`config.mk`:
```
export PLATFORM = sky130hd
export DESIGN_NAME = packer
export DESIGN_NICKNAME = d
export VERILOG_FILES = /design/src/rtl/cordic_fp_pkg.sv /design/src/rtl/packer.sv
export SDC_FILE = /design/constraint.sdc
export NUM_CORES = 1
export LEC_CHECK = 0
export ABC_AREA = 1
export ABC_CLOCK_PERIOD_IN_PS = 2070
export BUFFER_PORTS_ARGS = -buffer_cell sky130_fd_sc_hd__buf_2
export CELL_PAD_IN_SITES_DETAIL_PLACEMENT = 2
export CELL_PAD_IN_SITES_GLOBAL_PLACEMENT = 2
export CORE_ASPECT_RATIO = 0.5
export CORE_UTILIZATION = 31
export DETAILED_ROUTE_END_ITERATION = 8
export GPL_TIMING_DRIVEN = 0
export PLACE_DENSITY = 0.81
export RECOVER_POWER = 50
export SETUP_SLACK_MARGIN = 0.1
export SLEW_MARGIN = 0
export SYNTH_ARGS = -nofsm -noshare
export SYNTH_HDL_FRONTEND = slang
export SYNTH_SLANG_ARGS = --single-unit
```
`constraint.sdc`:
```
create_clock -name clk -period 2.07 [get_ports clk]
set_clock_uncertainty 0.1 [all_clocks]
set_input_delay 0.207 -clock clk [delete_from_list [all_inputs] [get_ports clk]]
set_output_delay 0.207 -clock clk [all_outputs]
set_load 0.005 [all_outputs]
```
`src/rtl/cordic_fp_pkg.sv`:
```
// Shared floating-point constants and control-state encoding for the CORDIC
// float pack/unpack stages.
package cordic_fp_pkg;

  typedef enum logic [1:0] {
    IDLE,
    NORM,
    DONE
  } state_t;

  localparam int FP_BIAS   = 127;
  localparam int FP_EXP_W  = 8;
  localparam int FP_MANT_W = 23;
  // Exponent arithmetic is one bit wider than the field.
  localparam int FP_EXPC_W = 9;

endpackage : cordic_fp_pkg

```
`src/rtl/packer.sv`:
```
// Iterative fixed-point to IEEE-754 single converter: normalises one bit per
// cycle, truncates the mantissa and returns the float over valid/ready.
module packer
  import cordic_fp_pkg::*;
#(
  parameter int FRACTIONAL_BITS = 30,
  parameter bit SIGNED          = 1'b1
) (
  input  logic        clk,
  input  logic        rst_n,
  input  logic        in_valid,
  output logic        in_ready,
  input  logic [31:0] data,
  output logic        out_valid,
  input  logic        out_ready,
  output logic [31:0] result
);

  localparam logic [FP_EXPC_W-1:0] EXP_BASE =
    FP_EXPC_W'(FP_BIAS + 31 - FRACTIONAL_BITS);

  state_t             state_q, state_d;
  logic [31:0]        mag_q, mag_d;
  logic [5:0]         lz_q, lz_d;
  logic               sign_q, sign_d;
  logic [31:0]        result_q, result_d;
  logic               sign_in;
  logic [FP_EXP_W-1:0] exp_field;

  assign sign_in   = SIGNED && data[31];
  assign exp_field = FP_EXP_W'(EXP_BASE - FP_EXPC_W'(lz_q));

  // NOTE: every variable gets a default before the case so no latch is inferred.
  always_comb begin
    state_d  = state_q;
    mag_d    = mag_q;
    lz_d     = lz_q;
    sign_d   = sign_q;
    result_d = result_q;
    unique case (state_q)
      IDLE: begin
        if (in_valid) begin
          sign_d  = sign_in;
          // NOTE: blocking assignments here; combinational logic is evaluated in order.
          mag_d   = sign_in ? (~data + 32'd1) : data;
          lz_d    = '0;
          state_d = NORM;
        end
      end
      NORM: begin
        if (mag_q == '0) begin
          // Zero is emitted unsigned: there is no negative zero.
          result_d = '0;
          state_d  = DONE;
        end else if (mag_q[31]) begin
          result_d = {sign_q, exp_field, mag_q[30:8]};
          state_d  = DONE;
        end else begin
          mag_d = mag_q << 1;
          lz_d  = lz_q + 6'd1;
        end
      end
      DONE: begin
        if (out_ready) state_d = IDLE;
      end
      default: state_d = IDLE;
    endcase
  end

  // NOTE: non-blocking assignments for all registered state.
  always_ff @(posedge clk or negedge rst_n) begin
    if (!rst_n) begin
      state_q  <= IDLE;
      mag_q    <= '0;
      lz_q     <= '0;
      sign_q   <= 1'b0;
      result_q <= '0;
    end else begin
      state_q  <= state_d;
      mag_q    <= mag_d;
      lz_q     <= lz_d;
      sign_q   <= sign_d;
      result_q <= result_d;
    end
  end

  assign in_ready  = (state_q == IDLE);
  assign out_valid = (state_q == DONE);
  assign result    = result_q;

endmodule : packer

```
==> qor.csv <==
metric,value,unit
synth_nets,670,
hold_violations,0,
worstMarginPinSlew,0.958,ns
yosysWarnings,0,
syn_area,4360,um^2
p_per_area,1550,nW/um^2
viasPerCell,5.23,
grt_max_degree,41,
yosysTopAreaCellShare,0.419,
cts_tree,built,
hold_class,input pin to flop,
first_iter_violations,296,
path_max_fanout,10,
p_seq_frac,0.316,
setup_tns,0,ns
synth-seq-area-share,0.419,
worstPathRequired,2.24,ns
place_congestion,0.831,
vias,4887,
p_int,4610,uW
ctsLongestPathBuffers,2,
antenna_found_initial,0,
clkTransAtPathRegs,0.07,ns
max_freq,495,MHz
period_share,0.975,
p_comb_frac,0.486,
die_w,170,um
dr.pass1.iters,4,
crit_arrival,2.18,ns
initial_core_util,0.320,
num_antenna_cells,0,
p_leak,0.00274,uW
slowest_stage,dfrtp_2,
drv_slew,0,
fp.dieH,85.8,um
slowest_delay,0.46,ns
end_kind,flop,
ir_worst_vdd,0.516,mV
worst_path_most_repeated_cell,nand2_1,
die_area,14600,um^2
ys_top_cells_by_area,"dfrtp_1 42%, nand2_1 21%, nor2_1 7.2%, nand3_1 6.5%, inv_1 3.4%",
drive_gt1_frac,0.217,
synth-xor-area-share,0.0121,
synthSimpleGateAreaFrac,0.392,
synth_top_family_by_area,simple AND/OR/NAND/NOR gates,
grt_use_total,0.269,
grt_first_pass_wirelength,29200,um
hpwlAfterDp,13400,um
fin_crit,2.02,ns
final_nets,777,
critPathBufInv,2,
h-tree-depth,3,
clkPwrFrac,0.198,
reg2reg_slack,0.05,ns
clock_tree.root_cell,clkbuf_16,
hold_slack,0.125,ns
startpoint_type,flop,
synthCells,631,
insertion_delay,0.34,ns
area_delta_synth_final,27.4,%
path_class,flop to flop,
ys_types,31,
port_buffers,68,
post-route-util,0.407,
overflow,0,
slew_headroom,0.362,
synth_compound_area_frac,0.102,
synthMuxAreaShare,0,
ys_seq_elements,73,
crit_family,simple AND/OR/NAND/NOR gates,
path_cells,nor2_1 > nand2_1 > nor2_2 > nand2_2 > nor2_4 > nor2_8 > nor2_8 > buf_4 > buf_4 > nand2_1 > nand2_1,
status,finished clean,
synth_area_per_cell,6.90,um^2
core_area,13600,um^2
cts_sinks,73,
register_area,1840,um^2
drv_cap,0,
report.final.setup_viol,0,
wl_per_cell,22.4,um
grt_pass1_vias,4945,
fillers,1654,
power.switching,4020,uW
ios,70,
num_rows,30,
synth_top_cell_by_area,dfrtp_1,
multiInputGateArea,2300,um^2
cts_buffers,9,
drc,0,
wl,20900,um
synth-adder-area-share,0.00862,
rsz0062_at_grt,yes,
switching_share,0.466,
ant_nets,0,
## Yosys cell counts
cell,count
nand4_1,3
buf_2,4
a21oi_1,19
o31ai_1,1
nand2_1,249
xnor2_1,2
buf_4,2
nand3b_1,3
nand3_1,57
dfrtp_1,73
inv_2,2
nor2_4,3
clkinv_1,1
inv_4,1
o22ai_1,3
inv_1,40
o21ai_1,11
o21ai_0,19
nor3_1,3
clkbuf_1,10
or2_2,4
buf_6,4
o211ai_1,7
nor2_2,1
nand2_2,2
nor2_8,2
xor2_1,4
ha_1,3
o21ai_2,13
nor2_1,84
o21bai_1,1
## flip-flops by register name, summed over array words and instances, names as in the netlist
| register | flops |
|---|---|
| mag_q | 32 |
| state_q | 2 |
| result | 32 |
| lz_q | 6 |
| sign_q | 1 |
## stage by stage
stage	setup WS (ns)	area [um^2]	cells	total power (uW)
finish	0.0518	5550	934	8620
detailed placement	-0.0883	4960	892	5960
floorplan	0.410	4360	631	4530
global placement	-0.0416	4940	891	5730
global route	-0.0185	5550	934	9040
CTS	0.0427	5380	917	7980
## cells by family after synthesis
logic type | count (synthesis)
adders and majority gates | 3
AOI/OAI and AO/OA | 74
xor gates and xnor gates | 6
buffers and inverters | 64
DFF | 73
and+or+nand+nor | 411
## per-layer routing
layer,GRT usage,part of all wire,vias up
met3,0.0341,0.043,24
met5,0,0,-
met4,0.0753,0.015,0
met2,0.427,0.45,145
met1,0.386,0.49,2502
li1,-,-,2216
## path summary, 6_finish.rpt
| path | startpoint | endpoint | cells past startpoint |
|---|---|---|---|
| min in group asynchronous | rst_n | result[13]$_DFFE_PN0P_ | 2 |
| worst min-delay path | data[0] | mag_q[0]$_DFFE_PN0P_ | 3 |
| worst max-delay path | mag_q[12]$_DFFE_PN0P_ | result[14]$_DFFE_PN0P_ | 11 |
| worst max register to register | mag_q[12]$_DFFE_PN0P_ | result[14]$_DFFE_PN0P_ | 11 |
| max in group asynchronous | rst_n | mag_q[31]$_DFFE_PN0P_ | 3 |
| worst min register to register | result[28]$_DFFE_PN0P_ | result[28]$_DFFE_PN0P_ | 2 |
## tightest hold or removal path, delay by kind of cell
family,cells,cell delay (ns)
AOI/OAI and AO/OA,1,0.11
buffers and inverters,2,0.20
## layout by cell type (no fill, tap or decap), types with 4 or more instances in the layout
cell type  instances
a21oi_1           19
buf_2             55
buf_4             29
buf_6              5
clkbuf_1          19
clkbuf_16          9
clkbuf_2           4
dfrtp_1           65
dfrtp_2            8
inv_1             39
nand2_1          245
nand2_2            5
nand3_1           57
nor2_1            73
nor2_2            11
nor2_4             4
o211ai_1           7
o21ai_0           19
o21ai_1           11
o21ai_2           12
or2_2              4
xor2_1             4
## power groups by stage
stage,Combinational (uW),Sequential (uW),Clock [uW]
global route,4510,2760,1770
floorplan,2040,2480,0
detailed placement,3320,2640,0
CTS,3630,2640,1720
finish,4190,2720,1710
global placement,3140,2600,0
## layout make-up
| cell class | count | share of cell area |
|---|---|---|
| clock buffer | 10 | 0.0430 |
| timing repair buffer | 96 | 0.0994 |
| inverter | 44 | 0.0309 |
| tap | 192 | 0.0433 |
| sequential | 73 | 0.331 |
| clock inverter | 5 | 0.0144 |
| buffer | 20 | 0.0239 |
| multi-input combinational | 494 | 0.414 |
## timing repair
| action | CTS | global route |
|---|---|---|
| buffers inserted | 8 | 17 |
| gates resized for setup | 10 | 27 |
| endpoints found under the hold margin | 34 | 0 |
| setup endpoints to repair | 68 | 62 |
| cloned | 0 | 0 |
| pin swaps | 5 | 4 |
| hold buffers | 2 | 0 |
Power figures use the tool's default switching activity.
